<file path="config.mk">
export PLATFORM = sky130hd
export DESIGN_NAME = fetch_align
export DESIGN_NICKNAME = d
export VERILOG_FILES = /design/src/rtl/fetch_align_pkg.sv /design/src/rtl/fetch_align.sv
export SDC_FILE = /design/constraint.sdc
export NUM_CORES = 1
export LEC_CHECK = 0
export ABC_AREA = 1
export CAP_MARGIN = 5
export CORE_MARGIN = 5
export CORE_UTILIZATION = 45
export CTS_BUF_LIST = sky130_fd_sc_hd__clkbuf_16
export DETAILED_ROUTE_END_ITERATION = 6
export HOLD_SLACK_MARGIN = 0.06
export PLACE_DENSITY = 0.67
export SKIP_CTS_REPAIR_TIMING = 1
export SYNTH_ARGS = -nofsm -noshare
export SYNTH_HDL_FRONTEND = slang
export SYNTH_SLANG_ARGS = --single-unit
</file>
<file path="constraint.sdc">
create_clock -name clock -period 6.6 [get_ports clock]
set_input_delay 0.66 -clock clock [delete_from_list [all_inputs] [get_ports clock]]
set_output_delay 0.66 -clock clock [all_outputs]
set_load 0.01 [all_outputs]
</file>
<file path="src/rtl/fetch_align_pkg.sv">
// Shared types for the instruction fetch aligner: buffer entry, FSM state, RVC length decode.
// No logic of its own; imported by fetch_align.
package fetch_align_pkg;

    localparam int WORD_AW = 30;

    // Tag keeps the whole word address so the struct does not depend on ENTRIES;
    // the index bits it carries always agree with the slot and never cause a false miss.
    typedef struct packed {
        logic               valid;
        logic [WORD_AW-1:0] tag;
        logic [31:0]        data;
    } fetch_entry_t;

    typedef enum logic {
        IDLE = 1'b0,
        WAIT = 1'b1
    } fetch_state_t;

    function automatic logic is_compressed(input logic [15:0] half);
        return half[1:0] != 2'b11;
    endfunction

endpackage

</file>
<file path="src/rtl/fetch_align.sv">
// Fetch front end: direct-mapped word buffer returning one 16/32-bit RV32IC instruction per request.
// Latency: hits answer combinationally in the request cycle; each missing word costs one memory access.
// Backpressure: fetch_ready held low until every needed word is buffered; one memory access outstanding.
module fetch_align
    import fetch_align_pkg::*;
#(
    parameter int ENTRIES = 2
) (
    input  logic        clock,
    input  logic        reset,
    input  logic        fetch_valid,
    input  logic [31:0] fetch_addr,
    input  logic        fetch_flush,
    output logic [31:0] fetch_rdata,
    output logic        fetch_ready,
    output logic        mem_valid,
    output logic        mem_instr,
    output logic [31:0] mem_addr,
    input  logic [31:0] mem_rdata,
    input  logic        mem_ready
);

    localparam int IW = $clog2(ENTRIES);

    fetch_entry_t entry_q [ENTRIES];
    fetch_state_t state_q, state_d;
    logic         discard_q;

    logic [WORD_AW-1:0] w0, w1, miss_word;
    logic [IW-1:0]      idx0, idx1, fill_idx;
    fetch_entry_t       e0, e1, fill_entry;
    logic               hit0, hit1, need_w1, all_hit, comp, issue, fill;
    logic [15:0]        half0;
    logic               addr_bit0_unused;

    assign addr_bit0_unused = fetch_addr[0];
    assign mem_instr        = 1'b1;

    // Lookup: the length decode only needs the first halfword, so W+1 is required
    // exactly when the request starts in the upper half and is not compressed.
    always_comb begin
        w0      = fetch_addr[31:2];
        w1      = w0 + 30'd1;
        idx0    = w0[IW-1:0];
        idx1    = w1[IW-1:0];
        e0      = entry_q[idx0];
        e1      = entry_q[idx1];
        hit0    = e0.valid && (e0.tag == w0);
        hit1    = e1.valid && (e1.tag == w1);
        half0   = fetch_addr[1] ? e0.data[31:16] : e0.data[15:0];
        comp    = is_compressed(half0);
        need_w1 = fetch_addr[1] && !comp;
        all_hit = hit0 && (!need_w1 || hit1);
        miss_word = hit0 ? w1 : w0;

        fetch_ready = fetch_valid && !fetch_flush && all_hit;
        fetch_rdata = 32'h0;
        if (fetch_ready) begin
            if (comp)
                fetch_rdata = {16'h0, half0};
            else if (!fetch_addr[1])
                fetch_rdata = e0.data;
            else
                fetch_rdata = {e1.data[15:0], e0.data[31:16]};
        end
    end

    always_comb begin
        state_d = state_q;
        issue   = 1'b0;
        case (state_q)
            IDLE: begin
                if (fetch_valid && !fetch_flush && !all_hit) begin
                    issue   = 1'b1;
                    state_d = WAIT;
                end
            end
            WAIT: begin
                if (mem_ready)
                    state_d = IDLE;
            end
            default: state_d = IDLE;
        endcase
    end

    // Fill is keyed by the latched request address, never by the live fetch_addr.
    always_comb begin
        fill             = (state_q == WAIT) && mem_ready && !discard_q;
        fill_idx         = mem_addr[IW+1:2];
        fill_entry.valid = 1'b1;
        fill_entry.tag   = mem_addr[31:2];
        fill_entry.data  = mem_rdata;
    end

    always_ff @(posedge clock or negedge reset) begin
        if (!reset) begin
            state_q   <= IDLE;
            mem_valid <= 1'b0;
            mem_addr  <= 32'h0;
            discard_q <= 1'b0;
        end else begin
            state_q   <= state_d;
            mem_valid <= issue;
            if (issue)
                mem_addr <= {miss_word, 2'b00};
            if (state_q == WAIT && !mem_ready)
                discard_q <= discard_q || fetch_flush;
            else
                discard_q <= 1'b0;
        end
    end

    // Flush outranks a same-cycle fill, so data returning with a flush is dropped.
    always_ff @(posedge clock or negedge reset) begin
        if (!reset) begin
            for (int i = 0; i < ENTRIES; i++)
                entry_q[i] <= '0;
        end else if (fetch_flush) begin
            for (int i = 0; i < ENTRIES; i++)
                entry_q[i].valid <= 1'b0;
        end else if (fill) begin
            entry_q[fill_idx] <= fill_entry;
        end
    end

endmodule

</file>
==> results.json, run 1 <==
{
  "worstSetupStartpointType": "input port",
  "detail-route-antenna-nets": 0,
  "pwr-share-clk": 0.285,
  "area_delta_synth_final_pct": 19.55,
  "globalplace.congestion": 0.9502,
  "critPathKind": "input port to output port",
  "cp_num_buf_inv": 3,
  "path_clk_slew_ns": 0.07,
  "setup_viol": 0,
  "cts-htree-levels": 4,
  "rsz0062_at_grt": "false",
  "worstHoldPathType": "input port to async pin",
  "cp_max_fo": 65,
  "grt_overflow": 0,
  "synth_cell_types": 38,
  "grt_use_total": 0.2388,
  "worstPathCellList": "buf_4, inv_2, nor2_4, nand2_1, nor2_1, nand2_1, nand3_1, nand2_1, nor2_1, nand3_1, nor2_1, nand3_1, nand2_2, nand3_4, a21oi_1, clkdlybuf4s50_1",
  "clock_path_buffers": 2,
  "core.rowCount": 55,
  "dieArea_um2": 26010,
  "antenna_found_initial": 1,
  "intPower_mw": 2.345,
  "io_pins": 136,
  "grt_pass1_wl_mm": 50.20,
  "first_global_vias": 9625,
  "worstSetupEndpointType": "output port",
  "worst_slew_pin_slew_ns": 1.164,
  "dpl.hpwl_mm": 21.49,
  "drv_cap": 0,
  "pwr-share-seq": 0.419,
  "postSynthCellCount": 1500,
  "fin_worst_skew_ns": 0.01570,
  "fin_area_um2": 12310,
  "root_buffer": "clkbuf_16",
  "drc": 0,
  "cts.sinks": 159,
  "peakVddDrop_uv": 163.9,
  "timing.final.ws_setup_ns": 1.505,
  "max_slew_margin": 0.2215,
  "switching_power_mw": 1.264,
  "drive_gt1_frac": 0.08869,
  "cts_tree": "done",
  "finalHoldViolCount": 0,
  "ys.flop_type": "dfrtp_1",
  "vias_per_cell": 5.224,
  "ys_warn_count": 0,
  "die_y_um": 161.3,
  "antenna_cells": 0,
  "r2r-start": "state_q",
  "rrSetupSlack_ns": 3.53,
  "r2r_end": "entry_q[61]",
  "wl_per_cell_um": 16.23,
  "syn_avg_cell_area_um2": 6.865,
  "finalPower_mw": 3.609,
  "required_ns": 5.94,
  "powerDensity_nw_per_um2": 293.1,
  "core_area_um2": 22570,
  "clk_latency_ns": 0.44,
  "fmax_mhz": 196.3,
  "pwr-share-comb": 0.296,
  "io_buffer_count": 131,
  "drt_wl_total_mm": 30.61,
  "die_x_um": 161.3,
  "r2r_cells": 5,
  "vias": 9853,
  "sw_frac_of_total": 0.3502,
  "leakage_nw": 6.019,
  "fin_tns_setup_ns": 0,
  "grt_max_degree": 102,
  "yosysSeqAreaShare": 0.3864,
  "cp.arrival_ns": 4.43,
  "min_period_ns": 5.095,
  "cts_made_buffers": 17,
  "drtPass1Iterations": 5,
  "drt_iter0_markers": 693,
  "slowest_stage": "clkdlybuf4s50_1",
  "dpl-instance-area_um2": 11710,
  "slowest_delay_ns": 0.60,
  "post-place-ws_ns": 1.559,
  "drv_slew": 0,
  "syn-cell-area_um2": 10300,
  "fin_nets": 1658,
  "async_flop_share": 1.000,
  "ys_ff_latch": 159,
  "synth_edf_count": 0,
  "critical_path.top_delay_family": "simple AND/OR/NAND/NOR gates",
  "outcome": "finished clean",
  "start_util": 0.4562,
  "fin_crit_sh": 0.7719
}
[worst max path at each step]
stage          cells past startpoint  slack, ns        endpoint          start
2_1_floorplan                     16       3.48  fetch_rdata[0]  fetch_addr[2]
3_3_place_gp                      16       1.57  fetch_rdata[2]  fetch_addr[2]
3_5_place_dp                      16       1.56  fetch_rdata[2]  fetch_addr[2]
4_1_cts                           16       1.54  fetch_rdata[2]  fetch_addr[2]
5_1_grt                           17       1.22  fetch_rdata[2]  fetch_addr[2]
6_report                          16       1.51  fetch_rdata[5]  fetch_addr[2]
[synth_stat cells, types with 3 or more instances]
cell      count  share of area
dfrtp_1     159           0.39
nor3_1        6         0.0029
nand2_4       3         0.0033
nand2_1     541           0.20
a22o_1        4         0.0034
inv_1       167          0.061
o21ai_1      16         0.0078
o22ai_1       7         0.0043
inv_2         3         0.0011
o21ai_0     153          0.074
buf_4         7         0.0051
a21oi_2       6         0.0051
and2_1        3         0.0018
a21oi_1      10         0.0049
mux2_2       44          0.048
o211ai_1     27          0.020
xor2_1       10         0.0085
nor2_1       82          0.030
nor2_4        7         0.0077
nand3_1     125          0.061
nor2_2       14         0.0085
clkbuf_1     45          0.016
buf_6         5         0.0055
or2_2        10         0.0061
buf_2        17         0.0083
nand3b_1      9         0.0066
nand4_1       4         0.0024
[sequential cells by signal, indices dropped and copies added, names as in the netlist]
signal	count
mem_addr	30
state_q	1
discard_q	1
mem_valid	1
entry_q	126
[logic make-up after synthesis]
kind of cell             after synthesis  synth area share
AND/OR/NAND/NOR                      811            0.3343
buffers and inverters                246           0.09793
AO/OA/AOI/OAI                        225            0.1209
flip-flops                           159            0.3864
multiplexers                          46           0.05006
XOR/XNOR                              10          0.008505
other                                  2         0.0007293
adder cells (fa/ha/maj)                1          0.001215
[power by group through the flow]
stage                     Combinational (mW)  Sequential, mW  Clock (mW)
after floorplan                        0.717            1.49           0
after global placement                  1.04            1.52           0
after detailed placement                1.07            1.53           0
after CTS                               1.08            1.51        1.05
after global routing                    1.22            1.56        1.09
final                                   1.07            1.51        1.03
[stage by stage]
stage          instances    util  hold WS (ns)
6_report            1886  0.5454        0.2503
5_1_grt             1886  0.5454        0.3221
4_1_cts             1886  0.5454        0.2859
3_5_place_dp        1854  0.5187        0.4699
3_3_place_gp        1854  0.5187        0.4657
2_1_floorplan       1501       -        0.3644
[layer usage]
layer  global-route usage  routed length (µm)  share of wire  vias up
li1                     -                   -              -     4941
met1               0.3142               13620           0.44     4558
met2               0.3947               14130           0.46      302
met3              0.05282                1965          0.064       50
met4              0.07522                 882          0.029        2
met5                    0                  13        0.00042        -
[placed cells by master (no fill, tap or decap), types with 4 or more instances in the layout]
cell type	count
inv_6	4
mux2_2	44
nand3b_1	9
o21ai_0	153
a21oi_1	10
o21ai_1	16
dfrtp_1	159
a22o_1	4
nor2_4	8
buf_4	12
nor2_2	16
nor2_1	79
clkbuf_16	17
o22ai_1	7
inv_1	167
xor2_1	10
nor3_1	5
clkdlybuf4s50_1	129
or2_2	10
nand4_1	4
nand3_1	125
a21oi_2	6
nand2_1	540
o211ai_1	27
[final cells by class]
cell class | count | area, µm²
fillers | 2240 | 10260
inverters | 172 | 645.6
multi-input cells | 1096 | 5334
repair buffers | 142 | 1393
flip-flops and latches | 159 | 3979
clock buffers | 17 | 425.4
well taps | 285 | 356.6
clock inverters | 15 | 177.7
Power figures use the tool's default switching activity.
==> inputs of run 2 (changes only) <==
clock period = 4.7 ns   (was 6.6 ns; I/O delays follow)
==> results.json, run 2 (same netlist as run 1, synthesis figures left out) <==
{
  "globalplace.congestion": 0.9646,
  "worstHoldPathType": "register to register",
  "max_slew_margin": 0.4568,
  "fin_nets": 1679,
  "dpl.hpwl_mm": 22.19,
  "leakage_nw": 6.122,
  "drt_iter0_markers": 729,
  "cp_num_buf_inv": 3,
  "rsz0062_at_grt": "false",
  "grt_overflow": 0,
  "detail-route-antenna-nets": 0,
  "fin_crit_sh": 0.9381,
  "drt_wl_total_mm": 31.05,
  "io_buffer_count": 131,
  "cp_max_fo": 10,
  "cts_tree": "done",
  "multi_input_area_um2": 5334,
  "grt_use_total": 0.2429,
  "critical_path.top_delay_family": "simple AND/OR/NAND/NOR gates",
  "drtPass1Iterations": 5,
  "cts-htree-levels": 4,
  "dieArea_um2": 26010,
  "antenna_cells": 0,
  "path_clk_slew_ns": 0.07,
  "drv_slew": 0,
  "clk_latency_ns": 0.44,
  "cts.sinks": 159,
  "worstSetupStartpointType": "input port",
  "min_period_ns": 4.409,
  "worstHoldPathCells": 2,
  "grt_pass1_wl_mm": 50.47,
  "first_global_vias": 9518,
  "antenna_found_initial": 0,
  "cp.depth": 20,
  "drv_cap": 0,
  "fin_tns_setup_ns": 0,
  "drive_gt1_frac": 0.09988,
  "register_area_um2": 3979,
  "start_util": 0.4562,
  "vias": 9932,
  "worstPathCellList": "clkdlybuf4s50_1, ha_1, nand2_1, nor2_4, nand2_2, nand2_1, nand2_1, nand2_1, nand2_1, nor2_1, nand2_1, nor2_1, nand2_1, nor2_1, nand3_1, nand2_2, nand3_4, buf_12, a21oi_1, clkdlybuf4s50_1",
  "die_x_um": 161.3,
  "required_ns": 4.23,
  "grt_max_degree": 94,
  "final_cell_mix": "nand2_1 (540), inv_1 (167), dfrtp_1 (159)",
  "slowest_stage": "clkdlybuf4s50_1",
  "drc": 0,
  "area_delta_synth_final_pct": 21.48,
  "critPathKind": "input port to output port",
  "wl_per_cell_um": 16.28,
  "powerDensity_nw_per_um2": 403.9,
  "worst_slew_pin_slew_ns": 0.8118,
  "finalPower_mw": 5.053,
  "cts_made_buffers": 17,
  "setup_viol": 0,
  "final_common_cell": "nand2_1",
  "vias_per_cell": 5.208,
  "core.rowCount": 55,
  "largest_reg_flops": 126,
  "outcome": "finished clean",
  "fillCellCount": 2153,
  "worstSetupEndpointType": "output port",
  "die_y_um": 161.3,
  "fin_worst_skew_ns": 0.01122,
  "io_pins": 136,
  "root_buffer": "clkbuf_16",
  "hold_slack_ns": 0.4818,
  "top_register": "entry_q",
  "path_common_cell": "nand2_1",
  "clock_path_buffers": 2,
  "peakVddDrop_uv": 229.2,
  "slowest_delay_ns": 0.56,
  "core_area_um2": 22570,
  "final_core_util": 0.5542,
  "fmax_mhz": 226.8,
  "finalHoldViolCount": 0,
  "r2r_cells": 13,
  "top_regs": "entry_q x126, mem_addr x30",
  "cp.arrival_ns": 3.94
}
-- run 2: cell types whose count changed in the layout (fill, tap and decap cells not counted), sizes merged --
| cell | change |
|---|---|
| clkinv | -4 |
| clkinvlp | +3 |
| inv | +2 |
| buf | +20 |
| bufinv | -1 |
| dlygate4sd3 | +1 |
-- run 2: area by class of cell --
class,instances,share of cell area
clock buffer,17,0.03401
multi-input combinational,1096,0.4264
clock inverter,15,0.01330
inverter,172,0.05161
timing repair buffer,163,0.1281
sequential,159,0.3181
tap,285,0.02851
-- run 2: layer usage --
layer / wire length, µm / GRT usage / up-vias
met5: 0 / 0 / -
met4: 845 / 0.08026 / 0
met3: 1994 / 0.05180 / 50
met2: 14290 / 0.3941 / 280
met1: 13920 / 0.3253 / 4620
li1: - / - / 4982
-- run 2: final timing paths --
check | start | to | slack [ns]
worst max-delay path | fetch_addr[3] | fetch_rdata[6] | 0.29
worst min-delay path | entry_q[80] | entry_q[80] | 0.48
worst max register to register | entry_q[100] | mem_addr[12] | 1.67
worst min register to register | entry_q[80] | entry_q[80] | 0.48
max in group asynchronous | reset | entry_q[65] | 3.17
min in group asynchronous | reset | mem_addr[13] | 0.58
-- run 2: worst reg2reg max path: cells and delay by family (launching register included) --
kind,cells,cell delay [ns]
DFF,1,0.33
xor gates and xnor gates,1,0.30
and+or+nand+nor,9,1.96
AOI/OAI and AO/OA,1,0.17
buffers and inverters,2,0.22
-- run 2: power by group --
| part | switching [mW] | internal [mW] | total, mW |
|---|---|---|---|
| registers | 0.272 | 1.85 | 2.12 |
| logic | 0.870 | 0.648 | 1.52 |
| clock network | 0.656 | 0.757 | 1.41 |
| total | 1.80 | 3.25 | 5.05 |
-- run 2: per-stage QoR --
stage                     worst slack [ns]  std cells  area (µm²)
after detailed placement            0.2871       1869       11850
after global placement              0.2949       1869       11850
after floorplan                      1.956       1501       10300
final                               0.2910       1907       12510
after global routing               0.04063       1907       12510
after CTS                           0.2584       1901       12440
